$ cat config.mk
export PLATFORM = sky130hd
export DESIGN_NAME = rv_decode_stage
export DESIGN_NICKNAME = d
export VERILOG_FILES = /design/src/rtl/rv_pkg.sv /design/src/rtl/rv_imm_gen.sv /design/src/rtl/rv_decode_stage.sv
export SDC_FILE = /design/constraint.sdc
export NUM_CORES = 1
export LEC_CHECK = 0
export CORE_MARGIN = 1
export CORE_UTILIZATION = 60
export DETAILED_ROUTE_END_ITERATION = 6
export DONT_BUFFER_PORTS = 1
export PLACE_DENSITY = 0.84
export SLEW_MARGIN = 20
export SYNTH_ARGS = -nofsm -noshare
export SYNTH_HDL_FRONTEND = slang
export SYNTH_SLANG_ARGS = --single-unit
$ cat constraint.sdc
create_clock -name clk -period 2.1 [get_ports clk]
set_input_delay 0.42 -clock clk [delete_from_list [all_inputs] [get_ports clk]]
set_output_delay 0.42 -clock clk [all_outputs]
set_load 0.05 [all_outputs]
$ cat src/rtl/rv_pkg.sv
// Shared RV32I/RV32E decode definitions: opcodes, ALU ops, immediate formats
// and the control portion of the decoded micro-op.
package rv_pkg;

    localparam logic [6:0] OPC_R      = 7'b0110011;
    localparam logic [6:0] OPC_I      = 7'b0010011;
    localparam logic [6:0] OPC_LOAD   = 7'b0000011;
    localparam logic [6:0] OPC_STORE  = 7'b0100011;
    localparam logic [6:0] OPC_BRANCH = 7'b1100011;
    localparam logic [6:0] OPC_JAL    = 7'b1101111;
    localparam logic [6:0] OPC_JALR   = 7'b1100111;
    localparam logic [6:0] OPC_LUI    = 7'b0110111;
    localparam logic [6:0] OPC_AUIPC  = 7'b0010111;

    localparam logic [6:0] F7_ALT = 7'b0100000;

    typedef enum logic [3:0] {
        ALU_ADD   = 4'd0,
        ALU_SUB   = 4'd1,
        ALU_AND   = 4'd2,
        ALU_OR    = 4'd3,
        ALU_XOR   = 4'd4,
        ALU_SLL   = 4'd5,
        ALU_SLT   = 4'd6,
        ALU_SLTU  = 4'd7,
        ALU_SRA   = 4'd8,
        ALU_SRL   = 4'd9,
        ALU_PASSB = 4'd10
    } alu_op_e;

    typedef enum logic [2:0] {
        FMT_R,
        FMT_I,
        FMT_SHAMT,
        FMT_S,
        FMT_B,
        FMT_U,
        FMT_J
    } fmt_e;

    // PC and immediate are XLEN-wide and carried alongside this struct.
    typedef struct packed {
        alu_op_e    alu_op;
        logic [4:0] rs1;
        logic [4:0] rs2;
        logic [4:0] rd;
        logic       use_imm;
        logic       rf_we;
        logic       is_load;
        logic       is_store;
        logic       is_branch;
        logic       is_jal;
        logic       is_jalr;
        logic       is_auipc;
        logic [2:0] funct3;
        logic       illegal;
    } uop_ctrl_t;

    function automatic alu_op_e alu_from_funct3(input logic [2:0] f3);
        case (f3)
            3'b000:  return ALU_ADD;
            3'b001:  return ALU_SLL;
            3'b010:  return ALU_SLT;
            3'b011:  return ALU_SLTU;
            3'b100:  return ALU_XOR;
            3'b101:  return ALU_SRL;
            3'b110:  return ALU_OR;
            default: return ALU_AND;
        endcase
    endfunction

endpackage

$ cat src/rtl/rv_imm_gen.sv
// Immediate generator: selects the immediate layout for the decoded format
// and sign-extends it to XLEN (shift amounts are zero-extended).
module rv_imm_gen
    import rv_pkg::*;
#(
    parameter int XLEN = 32
) (
    input  logic [31:7]     instr,
    input  fmt_e            fmt,
    output logic [XLEN-1:0] imm
);

    logic [31:0] imm32;

    always_comb begin
        imm32 = '0;
        case (fmt)
            FMT_I:     imm32 = {{20{instr[31]}}, instr[31:20]};
            FMT_SHAMT: imm32 = {27'b0, instr[24:20]};
            FMT_S:     imm32 = {{20{instr[31]}}, instr[31:25], instr[11:7]};
            FMT_B:     imm32 = {{19{instr[31]}}, instr[31], instr[7], instr[30:25], instr[11:8], 1'b0};
            FMT_U:     imm32 = {instr[31:12], 12'b0};
            FMT_J:     imm32 = {{11{instr[31]}}, instr[31], instr[19:12], instr[20], instr[30:21], 1'b0};
            default:   imm32 = '0;
        endcase
    end

    assign imm = XLEN'($signed(imm32));

endmodule

$ cat src/rtl/rv_decode_stage.sv
// Decode stage: full RV32I/RV32E decode into a registered micro-op, with a
// two-entry skid buffer between fetch and execute handshakes.
module rv_decode_stage
    import rv_pkg::*;
#(
    parameter int XLEN  = 32,
    parameter int NREGS = 32,
    parameter int CNT_W = 32
) (
    input  logic             clk,
    input  logic             rst,
    input  logic             flush,
    input  logic             in_valid,
    output logic             in_ready,
    input  logic [31:0]      in_instr,
    input  logic [XLEN-1:0]  in_pc,
    output logic             out_valid,
    input  logic             out_ready,
    output logic [XLEN-1:0]  out_pc,
    output logic [3:0]       out_alu_op,
    output logic [4:0]       out_rs1,
    output logic [4:0]       out_rs2,
    output logic [4:0]       out_rd,
    output logic [XLEN-1:0]  out_imm,
    output logic             out_use_imm,
    output logic             out_rf_we,
    output logic             out_is_load,
    output logic             out_is_store,
    output logic             out_is_branch,
    output logic             out_is_jal,
    output logic             out_is_jalr,
    output logic             out_is_auipc,
    output logic [2:0]       out_funct3,
    output logic             out_illegal,
    output logic [CNT_W-1:0] decode_count
);

    typedef enum logic [1:0] {
        S_EMPTY,
        S_ONE,
        S_FULL
    } occ_e;

    occ_e            state, state_next;
    uop_ctrl_t       dec, main_ctrl, skid_ctrl;
    fmt_e            fmt;
    logic [XLEN-1:0] dec_imm, main_imm, skid_imm, main_pc, skid_pc;
    logic            accept, hs, load_main_in, load_main_skid, load_skid;
    logic            use_rs1, use_rs2, use_rd, bad;

    logic [6:0] opcode, f7;
    logic [4:0] rs1, rs2, rd;
    logic [2:0] f3;

    assign opcode = in_instr[6:0];
    assign rd     = in_instr[11:7];
    assign f3     = in_instr[14:12];
    assign rs1    = in_instr[19:15];
    assign rs2    = in_instr[24:20];
    assign f7     = in_instr[31:25];

    function automatic logic reg_bad(input logic [4:0] idx);
        return int'(idx) >= NREGS;
    endfunction

    always_comb begin
        dec     = '0;
        fmt     = FMT_R;
        use_rs1 = 1'b0;
        use_rs2 = 1'b0;
        use_rd  = 1'b0;
        bad     = 1'b0;
        case (opcode)
            OPC_R: begin
                use_rs1 = 1'b1;
                use_rs2 = 1'b1;
                use_rd  = 1'b1;
                dec.alu_op = alu_from_funct3(f3);
                if (f7 == F7_ALT) begin
                    if (f3 == 3'b000)      dec.alu_op = ALU_SUB;
                    else if (f3 == 3'b101) dec.alu_op = ALU_SRA;
                    else                   bad = 1'b1;
                end else if (f7 != '0) begin
                    bad = 1'b1;
                end
            end
            OPC_I: begin
                use_rs1     = 1'b1;
                use_rd      = 1'b1;
                dec.use_imm = 1'b1;
                fmt         = FMT_I;
                dec.alu_op  = alu_from_funct3(f3);
                if (f3 == 3'b001) begin
                    fmt = FMT_SHAMT;
                    bad = (f7 != '0);
                end else if (f3 == 3'b101) begin
                    fmt = FMT_SHAMT;
                    if (f7 == F7_ALT)   dec.alu_op = ALU_SRA;
                    else if (f7 != '0)  bad = 1'b1;
                end
            end
            OPC_LOAD: begin
                use_rs1     = 1'b1;
                use_rd      = 1'b1;
                dec.use_imm = 1'b1;
                dec.is_load = 1'b1;
                dec.funct3  = f3;
                fmt         = FMT_I;
                bad = (f3 == 3'b011) || (f3 == 3'b110) || (f3 == 3'b111);
            end
            OPC_STORE: begin
                use_rs1      = 1'b1;
                use_rs2      = 1'b1;
                dec.use_imm  = 1'b1;
                dec.is_store = 1'b1;
                dec.funct3   = f3;
                fmt          = FMT_S;
                bad = (f3 >= 3'b011);
            end
            OPC_BRANCH: begin
                use_rs1       = 1'b1;
                use_rs2       = 1'b1;
                dec.alu_op    = ALU_SUB;
                dec.is_branch = 1'b1;
                dec.funct3    = f3;
                fmt           = FMT_B;
                bad = (f3 == 3'b010) || (f3 == 3'b011);
            end
            OPC_JAL: begin
                use_rd      = 1'b1;
                dec.use_imm = 1'b1;
                dec.is_jal  = 1'b1;
                fmt         = FMT_J;
            end
            OPC_JALR: begin
                use_rs1     = 1'b1;
                use_rd      = 1'b1;
                dec.use_imm = 1'b1;
                dec.is_jalr = 1'b1;
                fmt         = FMT_I;
            end
            OPC_LUI: begin
                use_rd      = 1'b1;
                dec.use_imm = 1'b1;
                dec.alu_op  = ALU_PASSB;
                fmt         = FMT_U;
            end
            OPC_AUIPC: begin
                use_rd       = 1'b1;
                dec.use_imm  = 1'b1;
                dec.is_auipc = 1'b1;
                fmt          = FMT_U;
            end
            default: bad = 1'b1;
        endcase

        if ((use_rs1 && reg_bad(rs1)) || (use_rs2 && reg_bad(rs2)) || (use_rd && reg_bad(rd)))
            bad = 1'b1;

        dec.rs1     = use_rs1 ? rs1 : '0;
        dec.rs2     = use_rs2 ? rs2 : '0;
        dec.rd      = use_rd  ? rd  : '0;
        dec.illegal = bad;
        dec.rf_we   = use_rd && (rd != '0) && !bad;
        // Illegal micro-ops still flow in order but must not trigger any unit.
        if (bad) begin
            dec.is_load   = 1'b0;
            dec.is_store  = 1'b0;
            dec.is_branch = 1'b0;
            dec.is_jal    = 1'b0;
            dec.is_jalr   = 1'b0;
            dec.is_auipc  = 1'b0;
        end
    end

    rv_imm_gen #(.XLEN(XLEN)) u_imm_gen (
        .instr (in_instr[31:7]),
        .fmt   (fmt),
        .imm   (dec_imm)
    );

    assign accept    = in_valid && in_ready && !flush;
    assign out_valid = (state != S_EMPTY);
    assign hs        = out_valid && out_ready;

    always_comb begin
        state_next     = state;
        load_main_in   = 1'b0;
        load_main_skid = 1'b0;
        load_skid      = 1'b0;
        if (flush) begin
            state_next = S_EMPTY;
        end else begin
            case (state)
                S_EMPTY: begin
                    if (accept) begin
                        state_next   = S_ONE;
                        load_main_in = 1'b1;
                    end
                end
                S_ONE: begin
                    if (accept && hs) begin
                        load_main_in = 1'b1;
                    end else if (accept) begin
                        state_next = S_FULL;
                        load_skid  = 1'b1;
                    end else if (hs) begin
                        state_next = S_EMPTY;
                    end
                end
                S_FULL: begin
                    if (hs) begin
                        state_next     = S_ONE;
                        load_main_skid = 1'b1;
                    end
                end
                default: state_next = S_EMPTY;
            endcase
        end
    end

    always_ff @(posedge clk) begin
        if (rst) begin
            state    <= S_EMPTY;
            in_ready <= 1'b1;
        end else begin
            state    <= state_next;
            in_ready <= (state_next != S_FULL);
        end
    end

    always_ff @(posedge clk) begin
        if (rst) begin
            main_ctrl    <= '0;
            main_imm     <= '0;
            main_pc      <= '0;
            skid_ctrl    <= '0;
            skid_imm     <= '0;
            skid_pc      <= '0;
            decode_count <= '0;
        end else begin
            if (load_main_in) begin
                main_ctrl <= dec;
                main_imm  <= dec_imm;
                main_pc   <= in_pc;
            end else if (load_main_skid) begin
                main_ctrl <= skid_ctrl;
                main_imm  <= skid_imm;
                main_pc   <= skid_pc;
            end
            if (load_skid) begin
                skid_ctrl <= dec;
                skid_imm  <= dec_imm;
                skid_pc   <= in_pc;
            end
            if (hs && !flush)
                decode_count <= decode_count + CNT_W'(1);
        end
    end

    assign out_pc        = main_pc;
    assign out_imm       = main_imm;
    assign out_alu_op    = main_ctrl.alu_op;
    assign out_rs1       = main_ctrl.rs1;
    assign out_rs2       = main_ctrl.rs2;
    assign out_rd        = main_ctrl.rd;
    assign out_use_imm   = main_ctrl.use_imm;
    assign out_rf_we     = main_ctrl.rf_we;
    assign out_is_load   = main_ctrl.is_load;
    assign out_is_store  = main_ctrl.is_store;
    assign out_is_branch = main_ctrl.is_branch;
    assign out_is_jal    = main_ctrl.is_jal;
    assign out_is_jalr   = main_ctrl.is_jalr;
    assign out_is_auipc  = main_ctrl.is_auipc;
    assign out_funct3    = main_ctrl.funct3;
    assign out_illegal   = main_ctrl.illegal;

endmodule

### After elaboration in Yosys (flattened, before gate mapping)

Cells that the tools add are included.

* register bits after elaboration: 225
* input port bits: 69
* output and inout port bits: 129
* logic and storage cells: 147

* add/subtract/negate cells: 1
* magnitude comparators: 1
* equality and inequality tests: 26
* muxes and demuxes: 58
* reduce and logical (&&, ||, !) cells: 26

Operators with widths (count)
* 32-bit case mux with 6 select lines: 1
* 32-bit two-way mux: 4
* 31-bit two-way mux: 2
* 32-bit by 1-bit adder with 32-bit output, second input constant: 1
* 7-bit by 6-bit == test with 1-bit output, second input constant: 4
* 4-bit case mux with 7 select lines: 1
* 1-bit two-way mux: 26
* 4-bit two-way mux: 6
* 3-bit == test, second input constant: 7
* 7-bit == test, second input constant: 3
* 3-bit case mux with 6 select lines: 1
* 2-bit two-way mux: 8
* 4-bit case mux with 4 select lines: 1
* 5-bit two-way mux: 3
* 7-bit by 5-bit == test with 1-bit output, second input constant: 2
* 7-bit OR reduction: 2
* 3-bit by 2-bit == test with 1-bit output, second input constant: 4
* 7-bit by 2-bit == test with 1-bit output, second input constant: 1
* 1-bit logical AND: 7
* 7-bit nonzero test: 1
* 3-bit by 1-bit == test with 1-bit output, second input constant: 2
* 6-bit two-way mux: 1
* 1-bit case mux with 6 select lines: 1
* 2-bit case mux with 3 select lines: 1
* other kinds (16): 22

### Logic depth before layout (Yosys ltp)

* depth in word-level cells: 9
* mapped depth: 9
* depth with buffers taken out: 7

### Hierarchy

A second synthesis with hierarchy kept.

* cell total of the unflattened synthesis: 1241
* area total of the unflattened synthesis: 9870.7 µm²

Modules (own cells, without submodules)
* rv_decode_stage: times used 1, cells each 1156, area each 9226.3 µm², sequential area each 4504.3 µm²
* rv_imm_gen: times used 1, cells each 85, area each 644.4 µm², sequential area each 0.0 µm²

### Worst setup path before layout

No wires, ideal clock.

* path type: register to register
* start: register decode_count[13]
* end: register decode_count[31]
* setup time: 0.128 ns
* arrival time: 2.003 ns
* required time: 1.972 ns
* setup slack: -0.030 ns
* stages on the path, launching flop included: 7
* buffers on the path: 0
* clock period less this slack: 2.130 ns
* cell sequence: dfxtp_1 -> nand4_2 -> nor4_4 -> nand4_4 -> nor4_4 -> xnor2_1 -> nor2_1

* word-level cells in the longest chain between the ends: 1

RTL lines
* start, declared: line rv_decode_stage.sv:35 `output logic [CNT_W-1:0] decode_count`
* start signal, assigned: line rv_decode_stage.sv:257 `decode_count <= decode_count + CNT_W'(1);`
* 32-bit by 1-bit adder with 32-bit output: line rv_decode_stage.sv:257

Every way passes these cells.
A chain may end at the register's enable or synchronous reset.

### Worst setup path in the final report

* start: register state[0]
* end: output port out_valid

* word-level cells in the longest chain between the ends: 1

RTL lines
* start, declared: line rv_decode_stage.sv:44 `occ_e state, state_next;`
* start signal, assigned: line rv_decode_stage.sv:227 `state <= state_next;`
* 2-bit nonzero test: line rv_decode_stage.sv:183 `assign out_valid = (state != S_EMPTY);`
* end, declared: line rv_decode_stage.sv:17 `output logic out_valid,`

Every way passes these cells.

==> impl_metrics.prom <==
# TYPE chip_impl_metric gauge
chip_impl_info{name="result_of_the_run",value="finished clean"} 1
chip_impl_metric{name="timing.critical_path.arrival",unit="ns"} 1.51
chip_impl_metric{name="insertedDiodeCount",unit=""} 0
chip_impl_info{name="worst_setup_path_endpoint",value="out_valid"} 1
chip_impl_info{name="synth_top_family_by_area",value="simple AND/OR/NAND/NOR gates"} 1
chip_impl_metric{name="die_w",unit="microns"} 130
chip_impl_info{name="synth-main-ff-cell",value="dfxtp_1"} 1
chip_impl_metric{name="drc_errors",unit=""} 0
chip_impl_metric{name="synth-async-reset-ratio",unit="%"} 0
chip_impl_metric{name="clock_latency",unit="ns"} 0.52
chip_impl_metric{name="clock_tree.buffer_depth",unit=""} 3
chip_impl_metric{name="post_cts_buffers",unit=""} 0
chip_impl_info{name="cts_root_buffer",value="clkbuf_16"} 1
chip_impl_info{name="holdCritPathClass",value="in -> reg"} 1
chip_impl_info{name="worstSetupStartpoint",value="state[0]"} 1
chip_impl_metric{name="drt-pass1-iter-count",unit=""} 7
chip_impl_metric{name="post_synth.cell_area_avg",unit="sq um"} 8.43
chip_impl_metric{name="floorplan.rows",unit=""} 46
chip_impl_metric{name="synth_seq_cells",unit=""} 225
chip_impl_metric{name="drt.antenna.violating_nets",unit=""} 0
chip_impl_metric{name="power.switching",unit="W"} 0.00216
chip_impl_metric{name="fin_crit",unit="ns"} 1.93
chip_impl_metric{name="setup_ws",unit="ns"} 0.174
chip_impl_metric{name="avgViaCountPerCell",unit=""} 6.33
chip_impl_metric{name="synth.area.mux_share",unit="%"} 0.141
chip_impl_metric{name="cts.htree.levels",unit=""} 1
chip_impl_metric{name="fp.coreArea",unit="sq mm"} 0.0159
chip_impl_metric{name="p_sw_share",unit="%"} 23.2
chip_impl_metric{name="synth_fp_nets",unit=""} 1229
chip_impl_metric{name="yosysUniqueCellTypes",unit=""} 70
chip_impl_metric{name="die-height",unit="microns"} 130
chip_impl_metric{name="timing.fmax",unit="GHz"} 0.519
chip_impl_metric{name="grt_pass1_wl",unit="mm"} 42.2
chip_impl_metric{name="tot_gr_track_use",unit="%"} 31.4
chip_impl_metric{name="peakVddDrop",unit="mV"} 0.578
chip_impl_metric{name="drt-total-wl",unit="mm"} 27.6
chip_impl_metric{name="path_max_fanout",unit=""} 5
chip_impl_metric{name="final_layout_size_suffix_gt1_share",unit="%"} 14.2
chip_impl_info{name="worstSetupPathType",value="reg -> out"} 1
chip_impl_metric{name="synth_largest_type_area_fraction",unit="%"} 46.1
chip_impl_metric{name="timing.final.setup_violations",unit=""} 0
chip_impl_metric{name="synth-warning-count",unit=""} 0
chip_impl_metric{name="antenna_found_initial",unit=""} 0
chip_impl_metric{name="worst-slew-pin-transition",unit="ns"} 0.607
chip_impl_metric{name="clock_power_share",unit="%"} 46.4
chip_impl_metric{name="pre_cts_slack",unit="ns"} 0.0922
chip_impl_metric{name="total_leakage_power",unit="nW"} 3.78
chip_impl_metric{name="intPower",unit="W"} 0.00718
chip_impl_metric{name="detailroute.via_count",unit=""} 8920
chip_impl_metric{name="number_of_flops_mapped_to_enable_cells_by_yosys",unit=""} 0
chip_impl_metric{name="count_of_buffers_inserted_at_the_top_level_ports",unit=""} 0
chip_impl_metric{name="cts.reportedPaths.clkPinSlew",unit="ns"} 0.06
chip_impl_metric{name="critPathRequiredTime",unit="ns"} 1.68
chip_impl_metric{name="share_seq_of_total_power",unit="%"} 49.1
chip_impl_metric{name="finalPower",unit="W"} 0.00934
chip_impl_metric{name="die-area",unit="sq mm"} 0.0168
chip_impl_metric{name="timing.slew.headroom",unit="%"} 59.5
chip_impl_info{name="crit-reg2reg-capture",value="out_imm[20]"} 1
chip_impl_info{name="cts_tree",value="yes"} 1
chip_impl_metric{name="final_nets",unit=""} 1247
chip_impl_metric{name="timing.final.max_slew_violations",unit=""} 0
chip_impl_metric{name="syn2layout_area_growth",unit="%"} 15.0
chip_impl_info{name="synth.top_cells.by_area",value="dfxtp_1, nand2_1, nor2_1"} 1
chip_impl_metric{name="yosys.area_share.simple",unit="%"} 24.8
chip_impl_metric{name="ioPinCount",unit=""} 198
chip_impl_metric{name="comb_power_share",unit="%"} 4.5
chip_impl_metric{name="cts_sinks",unit=""} 225
chip_impl_info{name="setup_repair_after_global_routing_missed_its_margin",value="no"} 1
chip_impl_metric{name="syn-cell-area",unit="sq mm"} 0.00977
chip_impl_metric{name="cts_buffers",unit=""} 24
chip_impl_info{name="sort_of_element_at_the_start_of_the_critical_path",value="flop"} 1
chip_impl_metric{name="pwr_density_cell",unit="mW/mm^2"} 831
chip_impl_info{name="synth_top_cell_by_area",value="dfxtp_1"} 1
chip_impl_metric{name="number_of_standard_cells_after_synthesis",unit=""} 1159
chip_impl_metric{name="wire_per_inst",unit="microns"} 19.6
chip_impl_metric{name="ff_to_ff_setup_slack",unit="ns"} 0.18
chip_impl_metric{name="clock_skew",unit="ns"} 0.0223
chip_impl_metric{name="synth_seq_area_share",unit="%"} 46.1
chip_impl_metric{name="placement.cell_area",unit="sq mm"} 0.0102
chip_impl_metric{name="place.gp.congestion",unit=""} 0.951
chip_impl_metric{name="initial_utilization",unit="%"} 61.5
chip_impl_info{name="crit_path_end_kind",value="output pin"} 1
chip_impl_metric{name="timing.reg2reg.worst_path_depth",unit=""} 6
chip_impl_metric{name="compound_gate_fraction_of_synth_area",unit="%"} 21.3
chip_impl_metric{name="global_route.overflow_total",unit=""} 0
chip_impl_metric{name="grt_pass1_vias",unit=""} 8190
chip_impl_metric{name="final_design_area_no_fill",unit="sq mm"} 0.0112
chip_impl_metric{name="finalHoldViolCount",unit=""} 0
chip_impl_metric{name="post-dp-hpwl",unit="mm"} 17.2
chip_impl_metric{name="tns",unit="ns"} 0
chip_impl_metric{name="synth_area_in_xor_xnor",unit="%"} 2.42
chip_impl_metric{name="drt-initial-drc-count",unit=""} 1026
chip_impl_info{name="worstReg2RegStart",value="state[1]"} 1
chip_impl_metric{name="synthAdderAreaFrac",unit="%"} 0.128
chip_impl_metric{name="grt_start_max_net_pins",unit=""} 91
chip_impl_metric{name="drv_cap",unit=""} 0
chip_impl_metric{name="final.period_utilization",unit="%"} 91.7
placed cells by master, fill, tap and decap left out, types with 21 or more instances in the layout:
cell,instances
nand3_1,50
dfxtp_1,224
nand2_1,233
clkbuf_16,25
a222oi_1,23
a311oi_1,44
o21ai_0,24
a22oi_1,21
buf_4,68
a21oi_1,83
nor2_1,133
metal layers:
layer  track usage [%]  vias up  part of all wire, %
met1              40.9     4206                   40
met4              11.0        0                  3.5
met5                 0        -                    0
li1                  -     4168                    -
met3              9.04       79                   11
met2              49.7      467                   45
cell type report:
type                    count  area [sq um]
clock inverters             7           110
flip-flops and latches    225          4510
well taps                 216           270
fillers                  1246          4650
inverters                  12          45.0
repair buffers             87           796
clock buffers              35           703
multi-input cells         827          4800
Yosys cell counts (all sizes together), types with 5 or more instances:
master	count
a211oi	15
a21oi	86
a221oi	5
a222oi	23
a22o	7
a22oi	21
a311oi	49
a31oi	19
a32oi	6
and2	6
and3	5
buf	51
clkbuf	44
dfxtp	225
inv	12
nand2	234
nand2b	7
nand3	51
nand4	7
nor2	136
nor2b	9
nor3	23
nor4	7
o21ai	35
or3	16
xnor2	16
xor2	11
state kept, by name, summed over array words and instances (netlist names), 2 cells and up:
register	flops
decode_count	32
out_alu_op	4
out_funct3	3
out_imm	32
out_pc	32
out_rd	5
out_rs1	5
out_rs2	5
skid_ctrl	31
skid_imm	32
skid_pc	32
state	2
cell families after synthesis:
family	after synthesis
compound gates	283
mux	1
buf+inv	107
xor+xnor	27
flops	225
simple gates	515
fa+ha+maj	1
worst min path at each step:
stage | startpoint | endpoint | cells past startpoint
global route | rst | out_imm[27] | 1
floorplan | skid_ctrl[12] | skid_ctrl[12] | 2
global placement | skid_ctrl[20] | skid_ctrl[20] | 2
CTS | rst | decode_count[18] | 1
finish | rst | out_imm[21] | 1
detailed placement | skid_ctrl[20] | skid_ctrl[20] | 2
what timing repair did:
action | CTS | global route
hold endpoints to repair | 64 | 2
endpoints found under the setup margin | 1 | 2
gates cloned | 0 | 0
resized for setup | 1 | 2
pin swaps | 0 | 0
hold buffers | 11 | 2
worst max-delay path: stages, from the launching register on:
cell     delay, ns
dfxtp_1       0.34
nor2_2        0.34
inv_1         0.32
power by group through the flow:
| stage | logic [W] | clock network (W) | registers, W |
|---|---|---|---|
| 2_1_floorplan | 0.000339 | 0 | 0.00467 |
| 3_3_place_gp | 0.000324 | 0 | 0.00468 |
| 3_5_place_dp | 0.000332 | 0 | 0.00468 |
| 4_1_cts | 0.000409 | 0.00437 | 0.00459 |
| 5_1_grt | 0.000456 | 0.00458 | 0.00459 |
| 6_report | 0.000422 | 0.00433 | 0.00459 |
metrics by stage:
stage               utilization, %  hold slack, ns  instances
finish                        70.7          0.0252       1409
global route                  70.7        0.000540       1409
CTS                           70.5        0.000315       1407
detailed placement            64.5           0.437       1354
global placement              64.5           0.432       1354
floorplan                        -           0.432       1159
Note: power is estimated with default switching activity, not from simulation.
